==> src/rtl/parallel_lfsr_pkg.sv <==
// Shared types and constants for the parallel LFSR controller.
//   NIBBLE_W          : width of one LFSR step
//   lfsr_ctrl_state_e : controller FSM state
package parallel_lfsr_pkg;

  localparam int unsigned NIBBLE_W = 4;

  typedef enum logic [1:0] {
    IDLE,
    SEED,
    GATHER,
    DELIVER
  } lfsr_ctrl_state_e;

endpackage

==> src/rtl/parallel_lfsr_ctrl_rr_arbiter.sv <==
// Combinational round-robin pick: first set request at or after i_ptr, wrapping.
//   i_req     : request vector
//   i_ptr     : index with highest priority this round
//   o_gnt     : one-hot grant (all zero when no request)
//   o_gnt_idx : binary index of the grant (0 when no request)
module rr_arbiter #(
  parameter int unsigned N    = 4,
  localparam int unsigned IdxW = (N > 1) ? $clog2(N) : 1
) (
  input  logic [N-1:0]    i_req,
  input  logic [IdxW-1:0] i_ptr,
  output logic [N-1:0]    o_gnt,
  output logic [IdxW-1:0] o_gnt_idx
);

  logic            w_found;
  logic [IdxW-1:0] w_idx;

  always_comb begin
    o_gnt     = '0;
    o_gnt_idx = '0;
    w_found   = 1'b0;
    w_idx     = '0;
    for (int unsigned k = 0; k < N; k++) begin
      w_idx = IdxW'((32'(i_ptr) + k) % N);
      if (!w_found && i_req[w_idx]) begin
        w_found        = 1'b1;
        o_gnt[w_idx]   = 1'b1;
        o_gnt_idx      = w_idx;
      end
    end
  end

endmodule

==> src/rtl/parallel_lfsr_ctrl.sv <==
// Shares one nibble-wide LFSR among N_REQ requesters. Reseeds on command, gathers
// WORD_W/4 nibbles (first nibble ends in the MSBs) and returns the packed word to
// the round-robin winner.
//   i_clk, i_reset_n            : clock, synchronous active-low reset
//   i_req / i_rsp_ready         : per-requester request level / response accept
//   o_rsp_valid / o_rsp_data    : one-hot response valid / shared response word
//   i_reseed_valid/_seed        : reseed command and seed; o_reseed_ack pulses on apply
//   o_lfsr_load / o_lfsr_seed   : seed load pulse and seed towards the LFSR
//   o_lfsr_req / i_lfsr_ready / i_lfsr_data : nibble handshake with the LFSR
//   o_busy                      : controller not idle
module parallel_lfsr_ctrl
  import parallel_lfsr_pkg::*;
#(
  parameter int unsigned N_REQ  = 4,
  parameter int unsigned WORD_W = 16,
  parameter int unsigned LFSR_W = 16
) (
  input  logic                i_clk,
  input  logic                i_reset_n,
  input  logic [N_REQ-1:0]    i_req,
  input  logic [N_REQ-1:0]    i_rsp_ready,
  output logic [N_REQ-1:0]    o_rsp_valid,
  output logic [WORD_W-1:0]   o_rsp_data,
  input  logic                i_reseed_valid,
  input  logic [LFSR_W-1:0]   i_reseed_seed,
  output logic                o_reseed_ack,
  output logic                o_lfsr_load,
  output logic [LFSR_W-1:0]   o_lfsr_seed,
  output logic                o_lfsr_req,
  input  logic                i_lfsr_ready,
  input  logic [NIBBLE_W-1:0] i_lfsr_data,
  output logic                o_busy
);

  localparam int unsigned IDX_W        = $clog2(N_REQ);
  localparam int unsigned NIB_PER_WORD = WORD_W / NIBBLE_W;
  localparam int unsigned CNT_W        = $clog2(NIB_PER_WORD + 1);

  if ((WORD_W % NIBBLE_W) != 0 || WORD_W < NIBBLE_W) begin : g_bad_word_w
    $error("WORD_W must be a non-zero multiple of 4");
  end
  if (N_REQ < 2) begin : g_bad_n_req
    $error("N_REQ must be at least 2");
  end

  lfsr_ctrl_state_e  r_state;
  logic [IDX_W-1:0]  r_ptr;
  logic [IDX_W-1:0]  r_winner;
  logic [CNT_W-1:0]  r_cnt;
  logic [WORD_W-1:0] r_word;
  logic [LFSR_W-1:0] r_seed;
  logic [N_REQ-1:0]  r_rsp_valid;
  logic              r_reseed_ack;
  logic              r_lfsr_req;
  logic              r_busy;

  logic [N_REQ-1:0]  w_gnt;
  logic [IDX_W-1:0]  w_gnt_idx;

  rr_arbiter #(
    .N (N_REQ)
  ) u_arb (
    .i_req     (i_req),
    .i_ptr     (r_ptr),
    .o_gnt     (w_gnt),
    .o_gnt_idx (w_gnt_idx)
  );

  // Every output is a register set alongside the state, so there is no input->output path.
  always_ff @(posedge i_clk) begin
    if (!i_reset_n) begin
      r_state      <= IDLE;
      r_ptr        <= '0;
      r_winner     <= '0;
      r_cnt        <= '0;
      r_word       <= '0;
      r_seed       <= '0;
      r_rsp_valid  <= '0;
      r_reseed_ack <= 1'b0;
      r_lfsr_req   <= 1'b0;
      r_busy       <= 1'b0;
    end else begin
      r_reseed_ack <= 1'b0;
      unique case (r_state)
        IDLE: begin
          // Reseed has priority over pending requests.
          if (i_reseed_valid) begin
            r_state      <= SEED;
            r_seed       <= i_reseed_seed;
            r_reseed_ack <= 1'b1;
            r_busy       <= 1'b1;
          end else if (|w_gnt) begin
            r_state    <= GATHER;
            r_winner   <= w_gnt_idx;
            r_cnt      <= '0;
            r_lfsr_req <= 1'b1;
            r_busy     <= 1'b1;
          end
        end
        SEED: begin
          r_state <= IDLE;
          r_busy  <= 1'b0;
        end
        GATHER: begin
          if (i_lfsr_ready) begin
            r_word <= (r_word << NIBBLE_W) | WORD_W'(i_lfsr_data);
            r_cnt  <= r_cnt + 1'b1;
            if (r_cnt == CNT_W'(NIB_PER_WORD - 1)) begin
              r_state     <= DELIVER;
              r_lfsr_req  <= 1'b0;
              r_rsp_valid <= N_REQ'(1) << r_winner;
            end
          end
        end
        DELIVER: begin
          // Only the winner's accept matters; the word is held until then.
          if (i_rsp_ready[r_winner]) begin
            r_state     <= IDLE;
            r_rsp_valid <= '0;
            r_busy      <= 1'b0;
            r_ptr       <= (r_winner == IDX_W'(N_REQ - 1)) ? '0 : r_winner + 1'b1;
          end
        end
        default: r_state <= IDLE;
      endcase
    end
  end

  // Load pulse and ack coincide: both mark the single SEED cycle.
  assign o_lfsr_load  = r_reseed_ack;
  assign o_reseed_ack = r_reseed_ack;
  assign o_lfsr_seed  = r_seed;
  assign o_lfsr_req   = r_lfsr_req;
  assign o_rsp_valid  = r_rsp_valid;
  assign o_rsp_data   = r_word;
  assign o_busy       = r_busy;

endmodule
==> config.mk <==
export PLATFORM = sky130hd
export DESIGN_NAME = parallel_lfsr_ctrl
export DESIGN_NICKNAME = d
export VERILOG_FILES = /design/src/rtl/parallel_lfsr_pkg.sv /design/src/rtl/parallel_lfsr_ctrl_rr_arbiter.sv /design/src/rtl/parallel_lfsr_ctrl.sv
export SDC_FILE = /design/constraint.sdc
export NUM_CORES = 1
export LEC_CHECK = 0
export CORE_MARGIN = 8
export CORE_UTILIZATION = 41
export DETAILED_ROUTE_END_ITERATION = 10
export GPL_ROUTABILITY_DRIVEN = 0
export PLACE_DENSITY = 0.75
export SLEW_MARGIN = 20
export SYNTH_ARGS = -nofsm -noshare
export SYNTH_HDL_FRONTEND = slang
export SYNTH_SLANG_ARGS = --single-unit
==> constraint.sdc <==
create_clock -name i_clk -period 1.85 [get_ports i_clk]
set_input_delay 0.2775 -clock i_clk [delete_from_list [all_inputs] [get_ports i_clk]]
set_output_delay 0.2775 -clock i_clk [all_outputs]
set_load 0.05 [all_outputs]
* Word level (Yosys, flattened, before mapping) *
Cells that the tools add are included.

word-level totals
  word-level logic and storage cells = 119
  register bits after elaboration = 48

operators by class
  eq/ne operators = 11
  order comparisons = 9
  shifts and indexed selects = 1
  $add $sub $neg = 5
  bitwise operators = 5
  reduce and logical (&&, ||, !) cells = 25
  multiplexer cells = 53

operator list
  cell                                                        number
  2-to-1 mux 4 bit                                            7
  2-to-1 mux 2 bit                                            10
  2-to-1 mux 1 bit                                            19
  OR 16 x 4 -> 16 bit                                         1
  less-than comparator 2 x 3 -> 1 bit, second input constant  5
  OR 4 bit                                                    3
  AND reduction 4 bit                                         3
  binary-select mux 1 bit (select 2 bit)                      5
  inequality test 2 bit, second input constant                5
  2-to-1 mux 3 bit                                            3
  demux 1 bit (select 2 bit)                                  4
  >= comparator 2 x 1 -> 1 bit, second input constant         4
  case mux 2 bit (4 select lines)                             1
  case mux 4 bit (2 select lines)                             1
  AND reduction 2 bit                                         4
  logical AND 1 bit                                           7
  == test 2 bit, second input constant                        3
  case mux 3 bit (2 select lines)                             1
  AND reduction 3 bit                                         2
  AND reduction 5 bit                                         1
  adder 2 x 1 -> 2 bit, second input constant                 2
  adder 2 bit, second input constant                          2
  nonzero test 2 bit                                          2
  OR reduction 4 bit                                          1
  other kinds (11)                                            13

* Logic depth before layout (Yosys ltp) *
  depth in word-level cells = 16
  mapped depth = 8
  depth with buffers taken out = 7

* By module *
Synthesis repeated with hierarchy kept, for this count alone.

unflattened totals
  cell total of the unflattened synthesis = 273
  area total of the unflattened synthesis = 2,336.0 um2

by module, submodules not included
  module              area an instance (um2)  times used  seq. area each (um2)  cells an instance
  parallel_lfsr_ctrl  1,931.9                 1           960.9                 225
  rr_arbiter          404.1                   1           0.0                   48

* Worst setup path after synthesis *
No wires, ideal clock.

  path kind = reg-to-reg
  start point = register r_ptr[0]
  end point = register r_busy, in the netlist o_busy
  path slack = -0.131 ns
  setup time = 0.120 ns
  clock period less this slack = 1.981 ns
  arrival time = 1.861 ns
  cell stages (with the launch flop) = 9
  data required time = 1.730 ns
  path through = dfxtp_1 buf_6 inv_1 ha_1 mux4_1 nor2b_1 nor2_1 o32ai_2 o31a_1

between the ends
  cells in the longest elaborated chain, start to end = 15
  elaborated cells on any way between the ends = 50
  those cells by class = 3 x add/sub; 8 x order compare; 1 x eq/ne; 23 x mux; 3 x bitwise; 12 x reduce/logical

RTL lines
  what                                                                                          RTL line                             source
  start, declared                                                                               parallel_lfsr_ctrl.sv:47             logic [IDX_W-1:0] r_ptr;
  start signal, assigned                                                                        parallel_lfsr_ctrl.sv:121            r_ptr <= (r_winner == IDX_W'(N_REQ - 1)) ? '0 : r_winner + 1'b1;
  parallel branches: the longest is 11 deep, another holds less-than comparator 2 x 3 -> 1 bit  -
  2-to-1 mux 4 bit (*)                                                                          parallel_lfsr_ctrl_rr_arbiter.sv:26  if (!w_found && i_req[w_idx]) begin
  OR reduction 4 bit (*)                                                                        parallel_lfsr_ctrl.sv:92             end else if (|w_gnt) begin
  inequality test 3 bit (no line) (*)                                                           -
  AND reduction 3 bit (no line) (*)                                                             -
  end signal, assigned                                                                          parallel_lfsr_ctrl.sv:91             r_busy <= 1'b1;
  end signal, assigned                                                                          parallel_lfsr_ctrl.sv:97             r_busy <= 1'b1;
  end signal, assigned                                                                          parallel_lfsr_ctrl.sv:102            r_busy <= 1'b0;
  end, declared                                                                                 parallel_lfsr_ctrl.sv:55             logic r_busy;

Mark *: on every way between the ends. The select of a mux whose other input is x is not followed.
A chain may end at the register's enable or synchronous reset.

* Worst setup path after layout *
  start point = register r_ptr[1]
  end point = register r_winner[0]

between the ends
  cells in the longest elaborated chain, start to end = 14
  elaborated cells on any way between the ends = 53
  those cells by class = 3 x add/sub; 8 x order compare; 27 x mux; 3 x bitwise; 12 x reduce/logical

RTL lines
  what                                                                                          RTL line                  source
  parallel branches: the longest is 14 deep, another holds less-than comparator 2 x 3 -> 1 bit  -
  end signal, assigned                                                                          parallel_lfsr_ctrl.sv:94  r_winner <= w_gnt_idx;
  end, declared                                                                                 parallel_lfsr_ctrl.sv:48  logic [IDX_W-1:0] r_winner;

Several ways; the timed one is not identified. The select of a mux whose other input is x is not followed.

==> results.json <==
{
  "numCtsBuffers": 5,
  "rows": 27,
  "num_antenna_cells": 0,
  "coreArea_um2": 5370,
  "tns_ns": 0,
  "leakage_nw": 1.19,
  "clock_latency_ns": 0.29,
  "setup_violations": 0,
  "post_dp_cell_area_um2": 3120,
  "worstPathArrival_ns": 2.04,
  "post-route-min-period_ns": 1.82,
  "syn_inst": 264,
  "hpwl_um": 4390,
  "dp.cells": 411,
  "wire_per_inst_um": 14.3,
  "synth_warnings": 0,
  "status": "complete, no violations",
  "drcViolationCount": 0,
  "cpPeakStageDelay_ns": 0.53,
  "die_w_um": 89.7,
  "ys.flop_type": "dfxtp_1",
  "cts_root_buf": "clkbuf_8",
  "fin_cells": 421,
  "crit_path_cell_trace": "buf_12 -> mux4_2 -> nor2b_4 -> nor2_4 -> o31a_2 -> o31ai_2",
  "cts_hold_buffers": 0,
  "area_delta_synth_final_pct": 47.8,
  "combPwrFrac_pct": 25.2,
  "start_util_pct": 41.5,
  "synth_seq_cells": 48,
  "slowest_stage": "mux4_2",
  "cp_max_fo": 4,
  "grt_usage_pct": 14.6,
  "synth_fp_nets": 308,
  "clkPwrFrac_pct": 27.5,
  "maxCapViolCount": 0,
  "cts.sinks": 48,
  "path_clk_slew_ns": 0.09,
  "p_int_mw": 1.63,
  "antenna_found_initial": 0,
  "pin_count": 72,
  "final_nets": 392,
  "htree_levels": 2,
  "critPathRequiredTime_ns": 2.07,
  "cts_max_path_buffers": 2,
  "syn_area_um2": 2230,
  "ant_nets": 0,
  "async_reset_ff_share_pct": 0,
  "p_total_mw": 2.35,
  "final_max_slew_viol_count": 0,
  "startpoint_type": "register",
  "ys_seq_area_share_pct": 43.1,
  "p_switching_mw": 0.725,
  "dieHeight_um": 89.7,
  "grt_pass1_vias": 2170,
  "synth_cell_types": 40,
  "grt_overflow": 0,
  "hold_class": "reg -> reg",
  "cellPowerDensity_nw_per_um2": 714,
  "first_pass_iters": 4,
  "cts_tree": "yes",
  "io_buffers": 71,
  "yosysTopAreaCell": "dfxtp_1",
  "synth_top_area_share_pct": 43.1,
  "rsz0062_at_grt": "yes",
  "synth_area_leaders": "dfxtp_1 (43%), nand2_1 (12%), a21oi_1 (9.4%)",
  "vias": 2117,
  "worst_pin_slew_ns": 0.527,
  "end_kind": "register",
  "fmax_mhz": 549,
  "grt_max_degree": 41,
  "vias_per_cell": 5.03,
  "synth.avg_cell_area_um2": 8.45,
  "dr.first_iter.drc_count": 124,
  "fin_area_um2": 3300,
  "grt_pass1_wl_um": 10100,
  "die_area_um2": 8050,
  "hold_viol_final": 0,
  "seqPwrFrac_pct": 47.3,
  "period_share_pct": 98.5,
  "wl_um": 6020,
  "layout-drive-gt1-share_pct": 14.3,
  "critical_path_class": "reg -> reg",
  "relSlewSlack_pct": 64.8,
  "fin_skew_ns": 0.00887,
  "synth_edf_count": 0,
  "p_sw_share_pct": 30.8,
  "peakVddDrop_v": 0.000554
}
## power groups by stage
stage | registers (mW) | clock network, mW | logic [mW]
after detailed placement | 1.14 | 0 | 0.576
final | 1.11 | 0.646 | 0.593
after CTS | 1.11 | 0.671 | 0.579
after global placement | 1.14 | 0 | 0.567
after floorplan | 1.27 | 0 | 0.218
after global routing | 1.12 | 0.708 | 0.637
## kinds of logic after synthesis
group | after synthesis | synth area share (%)
compound gates | 64 | 17.0
flops | 48 | 43.1
fa+ha+maj | 12 | 6.73
buf+inv | 22 | 4.71
mux | 8 | 6.73
simple gates | 110 | 21.7
## critical path: cells and delay by family (launching register included)
kind                   cells  cell delay, ns
buffers and inverters      1            0.11
muxes                      1            0.53
AOI/OAI and AO/OA          2            0.49
DFF                        1            0.39
and+or+nand+nor            2            0.23
## cells in the mapped netlist (2+ instances only)
cell type,number
mux4_1,2
inv_1,6
nand2b_1,2
nor2_1,15
dfxtp_1,48
a21o_1,2
o31a_1,2
mux2i_1,3
nor4_1,2
a22oi_1,2
o21ai_0,5
a21oi_1,42
o22ai_1,4
mux4_2,3
nand4_1,2
nor4b_1,4
nor2b_1,4
clkbuf_1,10
nand3_1,4
nand2_1,71
ha_1,12
## cell type report
class                      instances  area (um2)
tap                               72        90.1
sequential                        48         968
multi-input combinational        194        1220
inverter                           7        28.8
clock buffer                       7        86.3
timing repair buffer              92         893
fill                             473        2080
clock inverter                     1        7.51
## timing repair
action / in CTS / in global routing
pin swaps: 2 / 7
resized for setup: 4 / 10
endpoints found under the setup margin: 5 / 8
setup buffers: 0 / 2
## placed cells by master, fill, tap and decap left out, drive strengths merged, types with 5 or more instances in the layout
cell,netlist,routed
nand2,71,71
clkdlybuf4s50,0,71
dfxtp,48,48
a21oi,42,42
buf,3,21
nor2,15,15
ha,12,12
clkbuf,12,7
inv,7,7
o21ai,7,7
mux4,5,5
## flip-flops by register name, indices dropped and copies added (netlist names)
register     cells
o_busy           1
o_lfsr_load      1
o_lfsr_req       1
o_lfsr_seed     16
o_rsp_data      16
o_rsp_valid      4
r_cnt            3
r_ptr            2
r_state          2
r_winner         2
## metrics by stage
stage / utilization (%) / hold slack [ns] / worst slack [ns]
after detailed placement: 58.1 / 0.449 / -0.381
final: 61.4 / 0.459 / 0.0278
after floorplan: - / 0.410 / 0.00361
after global placement: 58.1 / 0.441 / -0.309
after CTS: 59.9 / 0.461 / 0.00832
after global routing: 61.4 / 0.484 / -0.0354
## final timing paths
check                      start        endpoint  slack, ns  cells past startpoint
hold / removal    o_lfsr_seed[8]  o_lfsr_seed[8]       0.46                      2
hold reg to reg   o_lfsr_seed[8]  o_lfsr_seed[8]       0.46                      2
setup reg to reg        r_ptr[1]     r_winner[0]       0.03                      6
setup / recovery        r_ptr[1]     r_winner[0]       0.03                      6
## layer usage
layer	global-route usage (%)	routed length, um	up-vias
li1	-	-	1070
met1	15.4	2330	996
met2	26.0	3200	49
met3	5.74	458	2
met4	4.23	34	0
met5	0	0	-
No activity file was read; power rests on OpenSTA's default activity.
